`config.mk`:
```
export PLATFORM = sky130hd
export DESIGN_NAME = board_cursor_ctrl
export DESIGN_NICKNAME = d
export VERILOG_FILES = /design/src/rtl/board_cursor_ctrl.sv
export SDC_FILE = /design/constraint.sdc
export NUM_CORES = 1
export LEC_CHECK = 0
export ABC_AREA = 1
export ABC_CLOCK_PERIOD_IN_PS = 4700
export CORE_MARGIN = 3
export CORE_UTILIZATION = 40
export DETAILED_ROUTE_END_ITERATION = 10
export PLACE_DENSITY = 0.6
export SYNTH_ARGS = -nofsm -noshare
export SYNTH_HDL_FRONTEND = slang
export SYNTH_SLANG_ARGS = --single-unit
```
`constraint.sdc`:
```
create_clock -name clk -period 4.7 [get_ports clk]
set_clock_uncertainty 0.2 [all_clocks]
set_input_delay 0.94 -clock clk [delete_from_list [all_inputs] [get_ports clk]]
set_output_delay 0.94 -clock clk [all_outputs]
set_load 0.01 [all_outputs]
```
`src/rtl/board_cursor_ctrl.sv`:
```
// rtl/board_cursor_ctrl.sv - cursor/plot sequencer for an N x N game board
// Turns button edges into cell plot requests and writes placed disks to board RAM.
module board_cursor_ctrl #(
  parameter int BOARD_N    = 8,
  parameter int CELL_PITCH = 13,
  parameter int ORIGIN_X   = 9,
  parameter int ORIGIN_Y   = 9,
  parameter int X_W        = 8,
  parameter int Y_W        = 7,
  parameter int WRAP       = 0,
  parameter int AUTO_TURN  = 1,
  parameter int IDX_W      = $clog2(BOARD_N),
  parameter int ADDR_W     = $clog2(BOARD_N * BOARD_N)
) (
  input  logic              clk,
  input  logic              reset,
  input  logic              move_up,
  input  logic              move_down,
  input  logic              move_left,
  input  logic              move_right,
  input  logic              place_req,
  input  logic              turn_side,
  input  logic              plot_ready,
  output logic              plot_valid,
  output logic [X_W-1:0]    x_plot,
  output logic [Y_W-1:0]    y_plot,
  output logic [1:0]        select,
  output logic [IDX_W-1:0]  cur_x,
  output logic [IDX_W-1:0]  cur_y,
  output logic              side,
  output logic              busy,
  output logic              cell_we,
  output logic [ADDR_W-1:0] cell_addr,
  output logic [1:0]        cell_data
);

  typedef enum logic [2:0] {S_INIT, S_BOX, S_IDLE, S_ERASE, S_DISK, S_WRITE} state_t;

  localparam logic [IDX_W-1:0] IDX_MAX = IDX_W'(BOARD_N - 1);

  state_t           state;
  logic [4:0]       btn_hist;
  logic [4:0]       edge_r;
  logic [4:0]       btns;
  logic             mv_ok;
  logic [IDX_W-1:0] nx;
  logic [IDX_W-1:0] ny;
  logic             handshake;
  logic             auto_flip;

  function automatic logic [X_W-1:0] px_x(input logic [IDX_W-1:0] i);
    return X_W'(ORIGIN_X + CELL_PITCH * int'(i));
  endfunction

  function automatic logic [Y_W-1:0] px_y(input logic [IDX_W-1:0] i);
    return Y_W'(ORIGIN_Y + CELL_PITCH * int'(i));
  endfunction

  assign btns      = {place_req, move_right, move_left, move_down, move_up};
  assign handshake = plot_valid && plot_ready;
  assign auto_flip = (AUTO_TURN != 0) && (state == S_WRITE);
  assign busy      = (state != S_IDLE);

  // Only the highest-priority edge is considered; if it points into a wall the move is dropped.
  always_comb begin
    nx    = cur_x;
    ny    = cur_y;
    mv_ok = 1'b0;
    if (edge_r[0]) begin
      if (cur_y != '0) begin ny = cur_y - 1'b1; mv_ok = 1'b1; end
      else if (WRAP != 0) begin ny = IDX_MAX; mv_ok = 1'b1; end
    end else if (edge_r[1]) begin
      if (cur_y != IDX_MAX) begin ny = cur_y + 1'b1; mv_ok = 1'b1; end
      else if (WRAP != 0) begin ny = '0; mv_ok = 1'b1; end
    end else if (edge_r[2]) begin
      if (cur_x != '0) begin nx = cur_x - 1'b1; mv_ok = 1'b1; end
      else if (WRAP != 0) begin nx = IDX_MAX; mv_ok = 1'b1; end
    end else if (edge_r[3]) begin
      if (cur_x != IDX_MAX) begin nx = cur_x + 1'b1; mv_ok = 1'b1; end
      else if (WRAP != 0) begin nx = '0; mv_ok = 1'b1; end
    end
  end

  always_ff @(posedge clk) begin
    if (reset) begin
      state      <= S_INIT;
      btn_hist   <= btns;
      edge_r     <= '0;
      cur_x      <= '0;
      cur_y      <= '0;
      side       <= 1'b0;
      plot_valid <= 1'b0;
      x_plot     <= '0;
      y_plot     <= '0;
      select     <= 2'd0;
      cell_we    <= 1'b0;
      cell_addr  <= '0;
      cell_data  <= 2'd0;
    end else begin
      btn_hist <= btns;
      edge_r   <= btns & ~btn_hist;
      side     <= side ^ turn_side ^ auto_flip;
      cell_we  <= 1'b0;
      case (state)
        S_INIT: begin
          state      <= S_BOX;
          plot_valid <= 1'b1;
          x_plot     <= px_x(cur_x);
          y_plot     <= px_y(cur_y);
          select     <= 2'd1;
        end
        S_BOX: begin
          if (handshake) begin
            plot_valid <= 1'b0;
            state      <= S_IDLE;
          end
        end
        S_IDLE: begin
          if (edge_r[4]) begin
            state      <= S_DISK;
            plot_valid <= 1'b1;
            x_plot     <= px_x(cur_x);
            y_plot     <= px_y(cur_y);
            select     <= side ? 2'd2 : 2'd3;
          end else if (mv_ok) begin
            // The erase plot captures the old cell before the cursor moves.
            state      <= S_ERASE;
            plot_valid <= 1'b1;
            x_plot     <= px_x(cur_x);
            y_plot     <= px_y(cur_y);
            select     <= 2'd0;
            cur_x      <= nx;
            cur_y      <= ny;
          end
        end
        S_ERASE: begin
          if (handshake) begin
            state  <= S_BOX;
            x_plot <= px_x(cur_x);
            y_plot <= px_y(cur_y);
            select <= 2'd1;
          end
        end
        S_DISK: begin
          if (handshake) begin
            state      <= S_WRITE;
            plot_valid <= 1'b0;
            cell_we    <= 1'b1;
            cell_addr  <= ADDR_W'(int'(cur_y) * BOARD_N + int'(cur_x));
            cell_data  <= side ? 2'd2 : 2'd3;
          end
        end
        S_WRITE: begin
          state      <= S_BOX;
          plot_valid <= 1'b1;
          x_plot     <= px_x(cur_x);
          y_plot     <= px_y(cur_y);
          select     <= 2'd1;
        end
        default: state <= S_INIT;
      endcase
    end
  end

endmodule

```
==> impl_metrics.sql <==
INSERT INTO impl_metrics (metric_group, metric, value, unit) VALUES
('global_route', 'grt_remaining_overflow', '0', ''),
('sta', 'setup_viol_count_final', '0', ''),
('synth', 'dominant_cell_type_by_area_after_synthesis', 'sky130_fd_sc_hd__dfxtp_1', ''),
('clock_tree', 'clkTransAtPathRegs', '0.08', 'ns'),
('power_and_ir_drop', 'totalPowerFinal', '1.43', 'mW'),
('sta', 'fin_crit_sh', '57.3', '%'),
('power_and_ir_drop', 'power.ir.vdd_worst', '292', 'uV'),
('power_and_ir_drop', 'p_per_area', '496', 'mW/mm^2'),
('clock_tree', 'clock_tree.buffer_depth', '2', ''),
('setup_path', 'worstSetupEndpointType', 'flop', ''),
('power_and_ir_drop', 'cellLeakagePower', '1.26', 'nW'),
('hold_path', 'hp-class', 'reg -> reg', ''),
('synth', 'yosysTopAreaCellShare', '40.3', '%'),
('synth', 'ys_seq_area_share', '40.3', '%'),
('sta', 'unrepaired_setup_endpoints_after_global_routing', 'false', ''),
('global_route', 'maximum_number_of_pins_on_one_net_before_global_route_repair', '30', ''),
('clock_tree', 'cts-resized-gates', '0', ''),
('cells_and_area', 'util_after_layout', '51.8', '%'),
('run_status', 'run_status', 'finished clean', ''),
('clock_tree', 'buffers_inserted_during_post_cts_setup_optimization', '0', ''),
('clock_tree', 'root_buffer_cell', 'sky130_fd_sc_hd__clkbuf_8', ''),
('job', 'timing.max_cap.violations', '0', ''),
('global_route', 'first_global_vias', '1744', ''),
('setup_path', 'cp_data_arrival_time', '2.72', 'ns'),
('sta', 'worst_slew_margin_rel', '44.9', '%'),
('clock_tree', 'tritoncts.num_buffers', '5', ''),
('floorplanning', 'rows', '27', ''),
('synth', 'postSynthAreaPerCell', '8.15', 'um^2'),
('synth', 'yosys-top-cells-area', 'sky130_fd_sc_hd__dfxtp_1, sky130_fd_sc_hd__ha_1, sky130_fd_sc_hd__nand2_1, sky130_fd_sc_hd__nor2_1, sky130_fd_sc_hd__a21oi_1', ''),
('synth', 'synth-seq-cells', '47', ''),
('drt', 'route.detailed.vias_per_inst', '4.71', ''),
('floorplanning', 'initial_utilization', '41.8', '%'),
('placement', 'postPlaceCellArea', '0.00281', 'mm^2'),
('sta', 'tightestPinTransition', '0.826', 'ns'),
('cells_and_area', 'fraction_of_final_layout_cells_with_drive_strength_greater_than_1', '11.8', '%'),
('drt', 'wl', '4700', 'um'),
('drt', 'num_vias', '1899', ''),
('synth', 'yosysWarnings', '0', ''),
('sta', 'final_critical_path_required_period', '2.70', 'ns'),
('cells_and_area', 'antenna_diodes', '0', ''),
('drt', 'drc', '0', ''),
('synth', 'post_synth_instance_area', '0.00233', 'mm^2'),
('floorplanning', 'coreArea', '0.00557', 'mm^2'),
('floorplanning', 'die-height', '82.4', 'um'),
('cells_and_area', 'fill_cells', '560', ''),
('placement', 'placed_cells_incl_taps', '395', ''),
('synth', 'synth_cells', '286', ''),
('clock_tree', 'tritoncts', 'done', ''),
('setup_path', 'worst-endpoint-required', '4.73', 'ns'),
('drt', 'ant_nets', '0', ''),
('global_route', 'number_of_antenna_violations_at_the_first_check_in_global_routing', '0', ''),
('global_route', 'track_usage', '15.6', '%'),
('cells_and_area', 'syn2layout_area_growth', '23.8', '%'),
('cells_and_area', 'final_area', '0.00289', 'mm^2'),
('placement', 'gpl.final_weighted_congestion', '0.777', ''),
('setup_path', 'cp_max_fo', '29', ''),
('clock_tree', 'post_cts_hold_buffer_count', '0', ''),
('floorplanning', 'io_pins', '44', ''),
('synth', 'synth.lib_cells_used.distinct', '31', ''),
('clock_tree', 'clock_sinks', '47', ''),
('placement', 'total_half_perimeter_wirelength_after_legalization_and_detailed_placement', '3470', 'um'),
('setup_path', 'path_class', 'in -> reg', ''),
('sta', 'slew_viol_final', '0', ''),
('setup_path', 'crit_path_start_kind', 'primary input', ''),
('clock_tree', 'cts_htree_levels', '2', ''),
('sta', 'report.final.hold_viol_count', '0', ''),
('clock_tree', 'insertion_delay', '0.30', 'ns'),
('global_route', 'grt_pass1_wl', '8180', 'um'),
('drt', 'drt_first_iter_violations', '73', ''),
('sta', 'fin_setup_tns', '0', 'ns'),
('drt', 'avgRoutedWirePerCell', '11.7', 'um'),
('floorplanning', 'fp.dieArea', '0.00678', 'mm^2'),
('cells_and_area', 'post_route_non_filler_standard_cell_count', '403', ''),
('drt', 'firstDrtPassIters', '4', ''),
('synth', 'syn_nets', '315', ''),
('cells_and_area', 'final_net_count', '359', ''),
('placement', 'port_buffers', '43', ''),
('floorplanning', 'die_width', '82.4', 'um'),
('sta', 'max_clock_freq', '371', 'MHz');
worst paths after layout:
path | slack (ns) | end | depth (start not counted) | start
setup / recovery | 2.00 | cur_y[1] | 4 | reset
hold / removal | 0.18 | edge_r[2] | 1 | btn_hist[2]
setup reg to reg | 2.26 | x_plot[6] | 9 | cur_x[1]
hold reg to reg | 0.18 | edge_r[2] | 1 | btn_hist[2]
registers in the layout (all words and copies together), names as in the netlist:
name and flops:
select 2, cell_addr 6, x_plot 8, plot_valid 1
cell_we 1, cur_y 3, cur_x 3, side 1
cell_data 2, btn_hist 5, y_plot 7, edge_r 5
state 3
per-layer routing:
metal  vias to the layer above  track usage (%)  wire length (um)
met3                         5             3.90               242
met5                         -                0                 0
met4                         0             4.98                70
met1                       844             21.6              2330
met2                        41             23.8              2050
li1                       1009                -                 -
cell type report:
| cell class | instances | area, um^2 | share of cell area (%) |
|---|---|---|---|
| clock buffer | 7 | 76.3 | 2.64 |
| clock inverter | 1 | 5.00 | 0.173 |
| inverter | 29 | 114 | 3.94 |
| multi-input combinational | 204 | 1230 | 42.6 |
| sequential | 47 | 941 | 32.6 |
| tap | 72 | 90.1 | 3.12 |
| timing repair buffer | 43 | 430 | 14.9 |
cell usage in the layout (no fill, tap or decap), types with 3 or more instances in the layout:
| master | Yosys | layout |
|---|---|---|
| sky130_fd_sc_hd__ha_1 | 16 | 16 |
| sky130_fd_sc_hd__nand2_2 | 3 | 3 |
| sky130_fd_sc_hd__nor3_1 | 3 | 3 |
| sky130_fd_sc_hd__nand2_1 | 49 | 49 |
| sky130_fd_sc_hd__nand3_1 | 17 | 17 |
| sky130_fd_sc_hd__o21ai_0 | 13 | 13 |
| sky130_fd_sc_hd__inv_2 | 7 | 7 |
| sky130_fd_sc_hd__xor2_1 | 7 | 7 |
| sky130_fd_sc_hd__xnor2_1 | 6 | 6 |
| sky130_fd_sc_hd__inv_1 | 21 | 21 |
| sky130_fd_sc_hd__dfxtp_1 | 47 | 47 |
| sky130_fd_sc_hd__fa_1 | 4 | 4 |
| sky130_fd_sc_hd__clkdlybuf4s50_1 | 0 | 43 |
| sky130_fd_sc_hd__o21ai_1 | 9 | 9 |
| sky130_fd_sc_hd__nor2_1 | 32 | 32 |
| sky130_fd_sc_hd__a21oi_1 | 18 | 18 |
| sky130_fd_sc_hd__clkbuf_8 | 0 | 5 |
| sky130_fd_sc_hd__nor2_2 | 12 | 12 |
logic make-up (layout without fill, tap and decap cells):
group / count (synthesis) / count (layout) / synth area share (%)
simple gates: 126 / 126 / 25.5
buf+inv: 35 / 80 / 6.87
flops: 47 / 47 / 40.3
fa+ha+maj: 20 / 20 / 12.0
compound gates: 45 / 45 / 10.4
xor+xnor: 13 / 13 / 4.88
worst max-delay path: stages:
cell                              delay, ns
sky130_fd_sc_hd__clkdlybuf4s50_1       0.67
sky130_fd_sc_hd__inv_1                 0.75
sky130_fd_sc_hd__o21ai_0               0.19
sky130_fd_sc_hd__a21oi_1               0.16
power breakdown:
group / switching, mW / internal (mW) / total [mW]
clock: 0.129 / 0.105 / 0.233
combinational: 0.370 / 0.284 / 0.654
sequential: 0.0572 / 0.487 / 0.544
Yosys cell counts, drive strengths merged:
| library cell | instances |
|---|---|
| o21ai | 22 |
| fa | 4 |
| nand3 | 19 |
| dfxtp | 47 |
| nor2 | 46 |
| nand4 | 3 |
| buf | 3 |
| a22oi | 1 |
| inv | 29 |
| nand3b | 1 |
| a21oi | 20 |
| nor3 | 3 |
| o21a | 1 |
| a31o | 1 |
| nand2 | 54 |
| ha | 16 |
| clkbuf | 3 |
| xnor2 | 6 |
| xor2 | 7 |
per-stage QoR:
step	hold WS (ns)	setup slack (ns)
final	0.183	2.00
after global routing	0.195	1.78
after CTS	0.184	1.96
after detailed placement	0.170	1.65
after global placement	0.168	1.69
after floorplan	0.167	2.45
Power figures use the tool's default switching activity.
